### src/rtl/fetch_queue.sv
// Instruction fetch front end: one outstanding memory request feeding a DEPTH-entry decode queue.
// Optional build macro FETCH_QUEUE_PERF_EN adds the perf_starve decode-starvation counter.
module fetch_queue #(
   parameter int DEPTH = 2
) (
   input  logic        clk,
   input  logic        rst,
   input  logic [31:0] pc_in,
   output logic        pc_take,
   input  logic        flush,
   output logic        imem_req,
   output logic [31:0] imem_addr,
   input  logic        imem_ack,
   input  logic [31:0] imem_rdata,
   output logic        dec_valid,
   output logic [31:0] dec_instr,
   output logic [31:0] dec_pc,
   input  logic        dec_ready
`ifdef FETCH_QUEUE_PERF_EN
   ,
   output logic [31:0] perf_starve
`endif
);

   localparam int PW = (DEPTH > 1) ? $clog2(DEPTH) : 1;
   localparam int CW = PW + 1;

   typedef enum logic [1:0] {
      IDLE = 2'd0,
      WAIT = 2'd1,
      DROP = 2'd2
   } state_t;

   state_t          state_q, state_d;
   logic            req_q;
   logic [31:0]     addr_q;
   logic [31:0]     req_pc_q;
   logic [PW-1:0]   wr_ptr_q, wr_ptr_d;
   logic [PW-1:0]   rd_ptr_q, rd_ptr_d;
   logic [CW-1:0]   count_q, count_d;
   logic [31:0]     pc_mem_q    [DEPTH];
   logic [31:0]     instr_mem_q [DEPTH];
   logic            full;
   logic            push;
   logic            pop;

   assign full = (count_q == CW'(DEPTH));

   always_ff @(posedge clk) begin
      if (rst) state_q <= IDLE;
      else     state_q <= state_d;
   end

   always_comb begin
      state_d = state_q;
      case (state_q)
         IDLE: if (pc_take) state_d = WAIT;
         WAIT: begin
            if (imem_ack)   state_d = IDLE;
            else if (flush) state_d = DROP;
         end
         DROP: if (imem_ack) state_d = IDLE;
         default: state_d = IDLE;
      endcase
   end

   always_comb begin
      pc_take = 1'b0;
      if (state_q == IDLE && !flush && !rst && !full) pc_take = 1'b1;
   end

   // An ack in IDLE (e.g. left over from before a reset) is ignored.
   always_ff @(posedge clk) begin
      if (rst) begin
         req_q    <= 1'b0;
         addr_q   <= 32'd0;
         req_pc_q <= 32'd0;
      end else if (pc_take) begin
         req_q    <= 1'b1;
         addr_q   <= {pc_in[31:2], 2'b00};
         req_pc_q <= pc_in;
      end else if (imem_ack && state_q != IDLE) begin
         req_q    <= 1'b0;
      end
   end

   assign imem_req  = req_q;
   assign imem_addr = addr_q;

   assign push = (state_q == WAIT) && imem_ack && !flush;
   assign pop  = dec_valid && dec_ready && !flush;

   // DEPTH is a power of two, so pointer increments wrap modulo DEPTH.
   always_comb begin
      wr_ptr_d = wr_ptr_q;
      rd_ptr_d = rd_ptr_q;
      count_d  = count_q;
      if (flush) begin
         wr_ptr_d = '0;
         rd_ptr_d = '0;
         count_d  = '0;
      end else begin
         if (push) wr_ptr_d = wr_ptr_q + PW'(1);
         if (pop)  rd_ptr_d = rd_ptr_q + PW'(1);
         case ({push, pop})
            2'b10:   count_d = count_q + CW'(1);
            2'b01:   count_d = count_q - CW'(1);
            default: count_d = count_q;
         endcase
      end
   end

   always_ff @(posedge clk) begin
      if (rst) begin
         wr_ptr_q <= '0;
         rd_ptr_q <= '0;
         count_q  <= '0;
      end else begin
         wr_ptr_q <= wr_ptr_d;
         rd_ptr_q <= rd_ptr_d;
         count_q  <= count_d;
      end
   end

   always_ff @(posedge clk) begin
      if (rst) begin
         for (int i = 0; i < DEPTH; i++) begin
            pc_mem_q[i]    <= 32'd0;
            instr_mem_q[i] <= 32'd0;
         end
      end else if (push) begin
         pc_mem_q[wr_ptr_q]    <= req_pc_q;
         instr_mem_q[wr_ptr_q] <= imem_rdata;
      end
   end

   assign dec_valid = (count_q != '0);
   assign dec_instr = instr_mem_q[rd_ptr_q];
   assign dec_pc    = pc_mem_q[rd_ptr_q];

`ifdef FETCH_QUEUE_PERF_EN
   logic [31:0] starve_q;

   always_ff @(posedge clk) begin
      if (rst)                         starve_q <= 32'd0;
      else if (dec_ready && !dec_valid) starve_q <= starve_q + 32'd1;
   end

   assign perf_starve = starve_q;
`endif

endmodule

### config.mk
export PLATFORM = sky130hd
export DESIGN_NAME = fetch_queue
export DESIGN_NICKNAME = d
export VERILOG_FILES = /design/src/rtl/fetch_queue.sv
export SDC_FILE = /design/constraint.sdc
export NUM_CORES = 1
export LEC_CHECK = 0
export BUFFER_PORTS_ARGS = -buffer_cell sky130_fd_sc_hd__buf_2
export CAP_MARGIN = 0
export CORE_UTILIZATION = 54
export CTS_BUF_LIST = sky130_fd_sc_hd__clkbuf_2 sky130_fd_sc_hd__clkbuf_4 sky130_fd_sc_hd__clkbuf_8
export CTS_CLUSTER_SIZE = 10
export DETAILED_ROUTE_END_ITERATION = 7
export PLACE_DENSITY = 0.92
export SLEW_MARGIN = 25
export SYNTH_ARGS = -nofsm -noshare
export SYNTH_HDL_FRONTEND = slang
export SYNTH_SLANG_ARGS = --single-unit
### constraint.sdc
create_clock -name clk -period 13.05 [get_ports clk]
set_input_delay 0.6525 -clock clk [delete_from_list [all_inputs] [get_ports clk]]
set_output_delay 0.6525 -clock clk [all_outputs]
set_load 0.01 [all_outputs]
=== Word level (Yosys, flattened, before mapping) ===
Memories as Yosys holds them, arrays and structs flattened. A register that Yosys moved wholly into a read port is not among the register bits.
Cells that the tools add are included.

* Memory bits (writable): 128
* Memories kept: 2
* Input port bits: 69
* Register bits: 69
* Logic and storage cells: 65

{| class="wikitable"
|+ Memories
! memory !! depth !! width !! read ports !! clocked after Yosys merged registers in !! wr ports !! line !! source
|-
| instr_mem_q || 2 || 32 || 1 || 1 || 2 || 42 || <nowiki>logic [31:0] instr_mem_q [DEPTH];</nowiki>
|-
| pc_mem_q || 2 || 32 || 1 || 1 || 2 || 41 || <nowiki>logic [31:0] pc_mem_q [DEPTH];</nowiki>
|}

* Add/subtract/negate cells: 4
* Multiplexer cells: 24
* Equality and inequality tests: 8
* Reductions and logical operators: 20

{| class="wikitable"
|+ Operators with widths
! operator !! number
|-
| 2-to-1 mux 32 bit || 2
|-
| OR reduction 32 bit || 2
|-
| 2-to-1 mux 1 bit || 16
|-
| logical AND 1 bit || 8
|-
| 2-to-1 mux 2 bit || 4
|-
| nonzero test 2 bit || 4
|-
| equality test 2 bit (second input constant) || 3
|-
| case mux 2 bit (3 select lines) || 1
|-
| equality test 2 x 1 -> 1 bit (second input constant) || 2
|-
| inequality test 2 bit (second input constant) || 2
|-
| case mux 2 bit (2 select lines) || 1
|-
| zero test 1 bit || 3
|-
| inequality test 3 bit (second input constant) || 1
|-
| AND reduction 3 bit || 1
|-
| adder 1 bit (second input constant) || 2
|-
| adder 2 x 1 -> 2 bit (second input constant) || 1
|-
| zero test 2 bit || 1
|-
| OR reduction 2 bit || 1
|-
| subtractor 2 x 1 -> 2 bit (second input constant) || 1
|}

=== Longest topological paths before layout ===
Gate-level depths: netlist of the first run.

* Depth in word-level cells: 8
* Gate-level depth with buffers: 7
* Depth with buffers taken out: 6

=== Least setup slack after synthesis of the first run ===
Ideal clock, no wire load.

* Kind: input port to flip-flop
* Start: in flush
* End: mem instr_mem_q[0][0], enable pin
* Slack: 8.451 ns
* Arrival time: 4.100 ns
* Stages on the path: 4
* Library setup time: 0.499 ns
* Cell sequence: buf_2 nor3b_2 nand2_1 o21bai_1

{| class="wikitable"
|+ RTL lines
! element !! line !! source
|-
| from (decl) || 10 || <nowiki>input logic flush,</nowiki>
|-
| to (decl) || 42 ||
|}

==> impl_metrics.csv, run 1 <==
group,metric,value,unit
run_status,status,"finished clean",
cells_and_area,area_growth,14.9,%
clocking,clk_latency,0.45,ns
global_routing,track_usage,19.6,%
pwr,p_per_area,122,mW/mm^2
timing,tns,0,ns
routing,dr.first_iter.drc_count,239,
routing,wl_per_cell,15.7,microns
critical_path,startpoint,"rst",
die,start_util,55.6,%
timing,max_slew_margin,37.9,%
placement,dp_cells,808,
job,cap_violations,0,
pwr,power_switching_share,22.6,%
critical_path,arrival,2.84,ns
synthesis,syn-cell-area,0.00739,sq mm
die,die_y,119,microns
clocking,clk_pin_slew,0.09,ns
global_routing,overflow,0,
critical_path,slowest_stage,"and4b_4",
clocking,cts.path.max_buffers,2,
critical_path,cp-end-kind,"flop",
pwr,pwr-share-seq,58.7,%
global_routing,grt_first_pass_wirelength,20900,microns
clocking,cts.sinks,168,
synthesis,synthTopCellsByArea,"edfxtp_1, mux2_2, and2_1, dfxtp_1, buf_4",
placement,place_hpwl,8410,microns
critical_path,path_cells,"buf_2 -> and4b_4 -> or2_4",
hold_path,hp-class,"in -> reg",
clocking,post_cts_buffers,0,
synthesis,netlist_instances,523,
clocking,cts_resized,0,
die,die-area,0.0142,sq mm
critical_path,timing.critical_path.required,13.12,ns
clocking,cts_root_buffer,"clkbuf_8",
global_routing,grt_max_degree,66,
timing,final_max_slew_viol_count,0,
die,num_rows,42,
pwr,internal_power,0.802,mW
synthesis,yosysWarnings,0,
timing,finalHoldViolCount,0,
clocking,cts-buffers-inserted,17,
synthesis,synth.top_cell.area_share,52.0,%
routing,wl,13200,microns
routing,drc,0,
pwr,power.share.clock,33.8,%
critical_path,reg2reg_depth,3,
placement,gp_congestion,0.699,
pwr,p_leak,3.56,nW
critical_path,worstReg2RegEnd,"pc_mem_q[1][21]",
timing,post-route-min-period,2.77,ns
critical_path,start_kind,"input port",
cells_and_area,drive_above_1_share,45.9,%
cells_and_area,stdcell_count,840,
cells_and_area,antenna_cells,0,
routing,detail-route-antenna-nets,0,
cells_and_area,final_common_cell,"buf_2",
timing,fmax,0.362,GHz
timing,setup_viol,0,
cells_and_area,layout.nets,721,
clocking,cts_tree,"built",
global_routing,grt_pass1_vias,4271,
synthesis,synth-seq-cells,168,
clocking,cts_hold_buffers,0,
pwr,p_comb_share,7.5,%
die,die_w,119,microns
die,pin_count,168,
placement,portBuffers,165,
global_routing,antenna_found_initial,0,
critical_path,critPathMaxFanout,65,
critical_path,endpoint,"pc_mem_q[1][21]",
timing,grt_setup_unrepaired,"no",
critical_path,worstSetupPathType,"in -> reg",
pwr,power_switching,0.234,mW
timing,finalClockSkew,0.00874,ns
timing,worst_slew_pin_slew,0.932,ns
routing,vias_per_cell,5.06,
synthesis,syn_avg_cell_area,14.1,sq um
synthesis,ys_seq_area_share,62.8,%
timing,fin_crit_sh,21.2,%
die,core_region_area,0.0133,sq mm
synthesis,synth_cell_types,34,
pwr,irDropWorstVdd,0.0000982,V
timing,whs,0.404,ns
critical_path,slowest_delay,0.90,ns
cells_and_area,nFillCells,1009,
routing,vias,4250,
clocking,cts_max_level,4,
synthesis,synth_top_area_cell,"edfxtp_1",
critical_path,r2r-start,"state_q[1]",
cells_and_area,layout_common_cells,"buf_2, and2_1, edfxtp_1",
pwr,total_power,1.04,mW
routing,dr.pass1.iters,4,
critical_path,r2r_slack,10.44,ns
==> power by group through the flow <==
| stage | Combinational [mW] | Sequential [mW] | Clock [mW] |
|---|---|---|---|
| 5_1_grt | 0.0846 | 0.611 | 0.378 |
| 2_1_floorplan | 0.0554 | 0.617 | 0 |
| 3_5_place_dp | 0.0787 | 0.621 | 0 |
| 4_1_cts | 0.0791 | 0.608 | 0.356 |
| 3_3_place_gp | 0.0764 | 0.619 | 0 |
| 6_report | 0.0780 | 0.608 | 0.350 |
==> cell families (layout without fill, tap and decap cells) <==
family	Yosys count	in the layout	synth area share (%)
DFF	168	168	62.8
muxes	96	96	14.6
other	1	2	0.0507
and+or+nand+nor	183	183	16.0
adders and majority gates	1	1	0.169
xor gates and xnor gates	4	4	0.474
buffers and inverters	62	202	5.23
AOI/OAI and AO/OA	8	8	0.660
==> synthesized netlist by cell type, drive strengths merged <==
| master | instances |
|---|---|
| conb | 1 |
| a21oi | 1 |
| ha | 1 |
| nand3b | 1 |
| edfxtp | 128 |
| buf | 43 |
| nand2 | 2 |
| or2 | 3 |
| and3b | 1 |
| or3 | 1 |
| xor2 | 3 |
| and4b | 1 |
| and2 | 128 |
| a21boi | 2 |
| xnor2 | 1 |
| dfxtp | 40 |
| nor3 | 6 |
| nor4b | 2 |
| mux2 | 96 |
| nor2b | 32 |
| inv | 1 |
| a31oi | 1 |
| clkbuf | 18 |
| nand2b | 2 |
| nor2 | 2 |
| o21bai | 1 |
| o21ai | 3 |
| nor3b | 2 |
==> registers in the layout, summed over array words and instances (netlist names), named ones only <==
name and flops:
instr_mem_q 64, pc_mem_q 64, req_pc_q 32, count_q 2, state_q 2, imem_req 1, rd_ptr_q 1, wr_ptr_q 1
==> through the flow <==
| step | instance area, sq um | utilization [%] | setup WS (ns) |
|---|---|---|---|
| floorplan | 7400 | - | 8.45 |
| global placement | 8100 | 60.9 | 9.64 |
| detailed placement | 8110 | 61.0 | 9.54 |
| CTS | 8490 | 63.8 | 10.03 |
| global route | 8490 | 63.9 | 10.11 |
| finish | 8490 | 63.9 | 10.28 |
==> layer usage <==
metal	vias up	routed length (microns)	global-route usage [%]
li1	2034	-	-
met1	2060	5570	23.0
met2	138	6660	33.7
met3	18	743	5.75
met4	0	210	7.44
met5	-	0	0
==> worst max-delay path, delay by kind of cell <==
| kind | cells | cell delay [ns] |
|---|---|---|
| AND/OR/NAND/NOR | 2 | 1.75 |
| buffers and inverters | 1 | 0.37 |
==> final cells by class <==
class	instances	area (sq um)	share of cell area, %
Sequential cell	168	4650	54.7
Multi-Input combinational cell	294	2380	28.1
Timing Repair Buffer	169	856	10.1
Clock buffer	22	284	3.35
Tap cell	176	220	2.59
Clock inverter	10	96.3	1.13
Inverter	1	3.75	0.0442
==> worst min-delay path by stage <==
stage / from / to / slack [ns] / cells after the start
after global placement: count_q[1] / count_q[1] / 0.50 / 2
after detailed placement: imem_req / imem_req / 0.51 / 2
after floorplan: count_q[1] / count_q[1] / 0.48 / 2
after global routing: pc_in[24] / req_pc_q[24] / 0.37 / 2
final: pc_in[24] / req_pc_q[24] / 0.40 / 2
after CTS: pc_in[24] / req_pc_q[24] / 0.38 / 2
Note: power is estimated with default switching activity, not from simulation.
==> inputs of run 2 (changes only) <==
Settings changed: CORE_UTILIZATION 54 to 51, PLACE_DENSITY 0.92 to 0.91.
Clock period 13.05 ns to 2.2 ns, I/O delays scaled along.
==> run 2 against run 1 <==
Net effect: clock skew is 0.0026 ns higher; first-iteration DRC count shrank 4.6%; power rose to 6.2 times the previous value; non-clock buffer count rose by 73; cell count is 9.2% higher; critical endpoint is now pc_take; wire length rose by 14%; cell area rose by 9.3%; critical path depth up 1; combinational power rose to 7.4 times the previous value.
==> impl_metrics.csv, run 2 (synthesized netlist as in run 1, its figures left out) <==
group,metric,value,unit
critical_path,slowest_stage,"dfxtp_1",
pwr,p_leak,3.91,nW
timing,final_max_slew_viol_count,0,
clocking,cts.sinks,168,
clocking,cts-buffers-inserted,17,
placement,portBuffers,165,
pwr,p_per_area,694,mW/mm^2
hold_path,hold_depth,2,
timing,fmax,0.501,GHz
cells_and_area,stdcell_count,917,
routing,wl_per_cell,16.4,microns
routing,wl,15000,microns
cells_and_area,layout_common_cells,"buf_2, and2_1, edfxtp_1",
placement,placed_area,0.00820,sq mm
timing,fin_crit_sh,90.8,%
cells_and_area,layout.nets,794,
hold_path,holdPathEnd,"state_q[1]",
hold_path,hp-class,"in -> reg",
cells_and_area,drive_above_1_share,42.3,%
cells_and_area,final_common_cell,"buf_2",
die,core_region_area,0.0140,sq mm
cells_and_area,antenna_cells,0,
timing,max_slew_margin,61.9,%
routing,vias_per_cell,5.03,
die,start_util,52.8,%
critical_path,r2r-start,"state_q[1]",
critical_path,worstReg2RegEnd,"pc_mem_q[1][2]",
pwr,total_power,6.44,mW
timing,tns,0,ns
critical_path,worstSetupPathType,"reg -> out",
clocking,cts_tree,"built",
clocking,clk_latency,0.46,ns
timing,whs,0.124,ns
timing,fin_ws,0.203,ns
timing,worst_slew_pin_slew,0.571,ns
die,die_w,122,microns
cells_and_area,seqCellArea,0.00465,sq mm
hold_path,hp-start,"rst",
clocking,cts_max_level,4,
global_routing,antenna_found_initial,0,
cells_and_area,nFillCells,973,
die,num_rows,43,
cells_and_area,area_growth,25.5,%
critical_path,arrival,1.89,ns
cells_and_area,post-route-util,66.3,%
die,die_y,122,microns
critical_path,cp-end-kind,"output pin",
placement,pre_cts_slack,0.379,ns
critical_path,reg2reg_depth,4,
placement,gp_congestion,0.764,
clocking,cts.path.max_buffers,2,
global_routing,grt_first_pass_wirelength,23300,microns
cells_and_area,multiInputGateArea,0.00238,sq mm
routing,vias,4615,
global_routing,grt_pass1_vias,4759,
routing,detail-route-antenna-nets,0,
critical_path,start_kind,"flop",
global_routing,overflow,0,
critical_path,slowest_delay,0.37,ns
timing,post-route-min-period,2.00,ns
cells_and_area,top_regs,"instr_mem_q x64, pc_mem_q x64, req_pc_q x32",
routing,dr.first_iter.drc_count,228,
placement,place_hpwl,9100,microns
clocking,clk_pin_slew,0.08,ns
die,pin_count,168,
global_routing,grt_max_degree,65,
routing,drc,0,
timing,setup_viol,0,
critical_path,critPathMaxFanout,26,
die,die-area,0.0150,sq mm
clocking,cts_root_buffer,"clkbuf_8",
critical_path,r2r_slack,0.40,ns
routing,dr.pass1.iters,6,
timing,grt_setup_unrepaired,"no",
run_status,status,"finished clean",
timing,finalClockSkew,0.0114,ns
cells_and_area,fin_area,0.00928,sq mm
critical_path,path_cells,"or2_4 -> nor4b_4 -> buf_6 -> buf_2",
pwr,irDropWorstVdd,0.000343,V
critical_path,timing.critical_path.required,2.09,ns
placement,dp_cells,819,
global_routing,track_usage,20.9,%
job,cap_violations,0,
timing,finalHoldViolCount,0,
## run 2: layout make-up
| cell class | instances | share of cell area (%) |
|---|---|---|
| multi-input combinational | 294 | 25.6 |
| tap | 180 | 2.43 |
| inverter | 1 | 0.0405 |
| timing repair buffer | 242 | 17.4 |
| clock inverter | 7 | 0.998 |
| sequential | 168 | 50.1 |
| clock buffer | 25 | 3.44 |
## run 2: repair_timing
action,4_1_cts,5_1_grt
setup endpoints to repair,0,1
hold buffers,66,0
gates resized for setup,0,1
buffers inserted,0,0
hold endpoints to repair,101,0
## run 2: how the worst max path moves through the flow
stage                     cells past startpoint                end  slack [ns]       start
final                                         4            pc_take        0.20  state_q[0]
after global routing                          4            pc_take        0.08  state_q[0]
after CTS                                     4            pc_take        0.11  state_q[0]
after detailed placement                      4     pc_mem_q[1][7]        0.38  state_q[1]
after global placement                        4       req_pc_q[10]        0.53  state_q[0]
after floorplan                               4  instr_mem_q[1][0]        0.02  state_q[1]
## run 2: per-layer routing
layer  vias up  part of all wire (%)  GRT usage (%)
li1       2185                     -              -
met1      2244                    39           22.5
met2       152                    53           37.7
met3        34                   5.2           5.76
met4         0                   2.9           10.2
met5         -                     0              0
## run 2: where the power goes
part	switching (mW)	internal, mW
combinational	0.266	0.311
sequential	0.0683	3.54
clock	1.07	1.18
## run 2: critical path, delay by kind of cell, from the launching register on
family                 cells  cell delay (ns)
DFF                        1             0.37
and+or+nand+nor            2             0.56
buffers and inverters      2             0.49
==> inputs of run 3 (changes only) <==
Settings changed: CORE_ASPECT_RATIO from default to 1.1, GPL_TIMING_DRIVEN from default to 0, PLACE_DENSITY 0.91 to 0.81.
==> run 3 against run 2 <==
Net effect: core utilization is 2.8 points higher; clock skew is 0.00086 ns higher; clock power is 5% lower; global-route usage is 0.87 points higher; combinational power is 15% higher; clock-buffer cell count is 8 lower; cell count is 7.0% higher; non-clock buffer count is 54 higher; cell area is 4.0% higher; register-to-register slack worse by 0.22 ns; worst hold slack worse by 0.0050 ns; largest cell class unchanged; largest power group unchanged.
==> impl_metrics.csv, run 3 (synthesized netlist as in run 1, its figures left out) <==
group,metric,value,unit
die,die_y,128,microns
clocking,clk_pin_slew,0.09,ns
timing,finalHoldViolCount,0,
timing,fin_crit_sh,91.9,%
placement,place_hpwl,10100,microns
clocking,cts_root_buffer,"clkbuf_8",
routing,detail-route-antenna-nets,0,
timing,post-route-min-period,2.02,ns
pwr,p_per_area,664,mW/mm^2
global_routing,track_usage,21.8,%
timing,max_slew_margin,62.7,%
cells_and_area,layout.nets,848,
routing,wl_per_cell,15.9,microns
cells_and_area,final_common_cell,"buf_2",
cells_and_area,area_growth,30.6,%
clocking,cts_tree,"built",
critical_path,worstReg2RegEnd,"pc_mem_q[1][3]",
routing,wl,15600,microns
run_status,status,"finished clean",
pwr,p_leak,4.12,nW
cells_and_area,layout_common_cells,"buf_2, and2_1, edfxtp_1",
critical_path,reg2reg_depth,5,
critical_path,startpoint,"state_q[1]",
placement,portBuffers,163,
timing,final_max_slew_viol_count,0,
cells_and_area,stdcell_count,981,
routing,drc,0,
die,start_util,52.9,%
routing,highest_layer,"met4",
die,die_w,117,microns
global_routing,antenna_found_initial,2,
critical_path,r2r_slack,0.18,ns
routing,dr_wl_met3,985,microns
global_routing,grt_pass1_vias,4990,
clocking,cts.sinks,168,
timing,grt_setup_unrepaired,"no",
routing,vias_per_cell,4.82,
routing,met2WireLength,8200,microns
routing,dr.first_iter.drc_count,211,
timing,worst_slew_pin_slew,0.559,ns
clocking,cts.path.max_buffers,2,
global_routing,grt_max_degree,47,
clocking,cts_max_level,4,
die,die-area,0.0150,sq mm
die,core_region_area,0.0140,sq mm
clocking,cts-buffers-inserted,17,
timing,fmax,0.494,GHz
job,cap_violations,0,
placement,gp_congestion,0.738,
critical_path,critPathMaxFanout,18,
critical_path,r2r-start,"state_q[1]",
hold_path,hold_depth,4,
die,num_rows,45,
die,pin_count,168,
critical_path,arrival,2.17,ns
hold_path,hp-class,"in -> reg",
hold_path,hp-start,"dec_ready",
routing,wl_met1,6110,microns
critical_path,worstSetupPathType,"reg -> reg",
placement,dp_cells,879,
cells_and_area,drive_above_1_share,43.9,%
timing,setup_viol,0,
timing,finalClockSkew,0.0122,ns
cells_and_area,nFillCells,974,
global_routing,grt_first_pass_wirelength,24000,microns
pwr,total_power,6.41,mW
critical_path,timing.critical_path.required,2.34,ns
pwr,irDropWorstVdd,0.000439,V
critical_path,start_kind,"flop",
timing,whs,0.119,ns
critical_path,cp-end-kind,"flop",
global_routing,overflow,0,
routing,dr.pass1.iters,4,
routing,vias,4731,
cells_and_area,top_regs,"instr_mem_q x64, pc_mem_q x64, req_pc_q x32",
clocking,clk_latency,0.46,ns
## run 3: per-stage QoR
step	worst slack, ns	util, %	TNS (ns)	instance area (sq um)
floorplan	0.0240	-	0	7410
global placement	-0.630	60.6	-69.15	8460
detailed placement	0.00695	61.4	0	8570
CTS	0.0248	68.9	0	9630
global route	0.0665	69.1	0	9650
finish	0.178	69.1	0	9650
## run 3: repair_timing
action                                 CTS  global route
setup endpoints to repair              107            48
hold buffers                            66             0
endpoints found under the hold margin  102             0
gates resized for setup                  0             1
pin swaps                                1             0
buffers inserted                         2             1
## run 3: area by class of cell
| class | count | area (sq um) | share of cell area [%] |
|---|---|---|---|
| flip-flops and latches | 168 | 4650 | 48.1 |
| multi-input cells | 294 | 2380 | 24.6 |
| repair buffers | 236 | 1620 | 16.8 |
| plain buffers | 60 | 379 | 3.93 |
| well taps | 188 | 235 | 2.44 |
| clock buffers | 17 | 234 | 2.42 |
| clock inverters | 15 | 150 | 1.56 |
| diodes | 2 | 5.00 | 0.0518 |
| inverters | 1 | 3.75 | 0.0389 |
## run 3: worst max-delay path, cell delays in order (launching register included)
cell,delay [ns]
dfxtp_1,0.37
nor3b_2,0.28
and4b_1,0.29
clkbuf_2,0.29
or2_4,0.20
buf_4,0.27
## run 3: how the worst max path moves through the flow
stage	slack (ns)	end	depth (start not counted)
2_1_floorplan	0.02	instr_mem_q[1][0]	4
3_3_place_gp	-0.63	instr_mem_q[1][28]	4
3_5_place_dp	0.007	instr_mem_q[1][28]	5
4_1_cts	0.02	dec_pc[3]	3
5_1_grt	0.07	pc_mem_q[1][3]	5
6_report	0.18	pc_mem_q[1][3]	5
## run 3: where the power goes
group	leakage, nW	total (mW)	switching, mW	internal, mW
logic	2.29	0.666	0.283	0.382
clock network	0.188	2.14	1.14	1.01
registers	1.65	3.60	0.0645	3.54
total	4.12	6.41	1.48	4.93
## run 3: layer usage
layer,vias to the layer above,GRT usage (%)
li1,2298,-
met1,2242,24.1
met2,167,39.5
met3,24,6.10
met4,0,7.97
met5,-,0
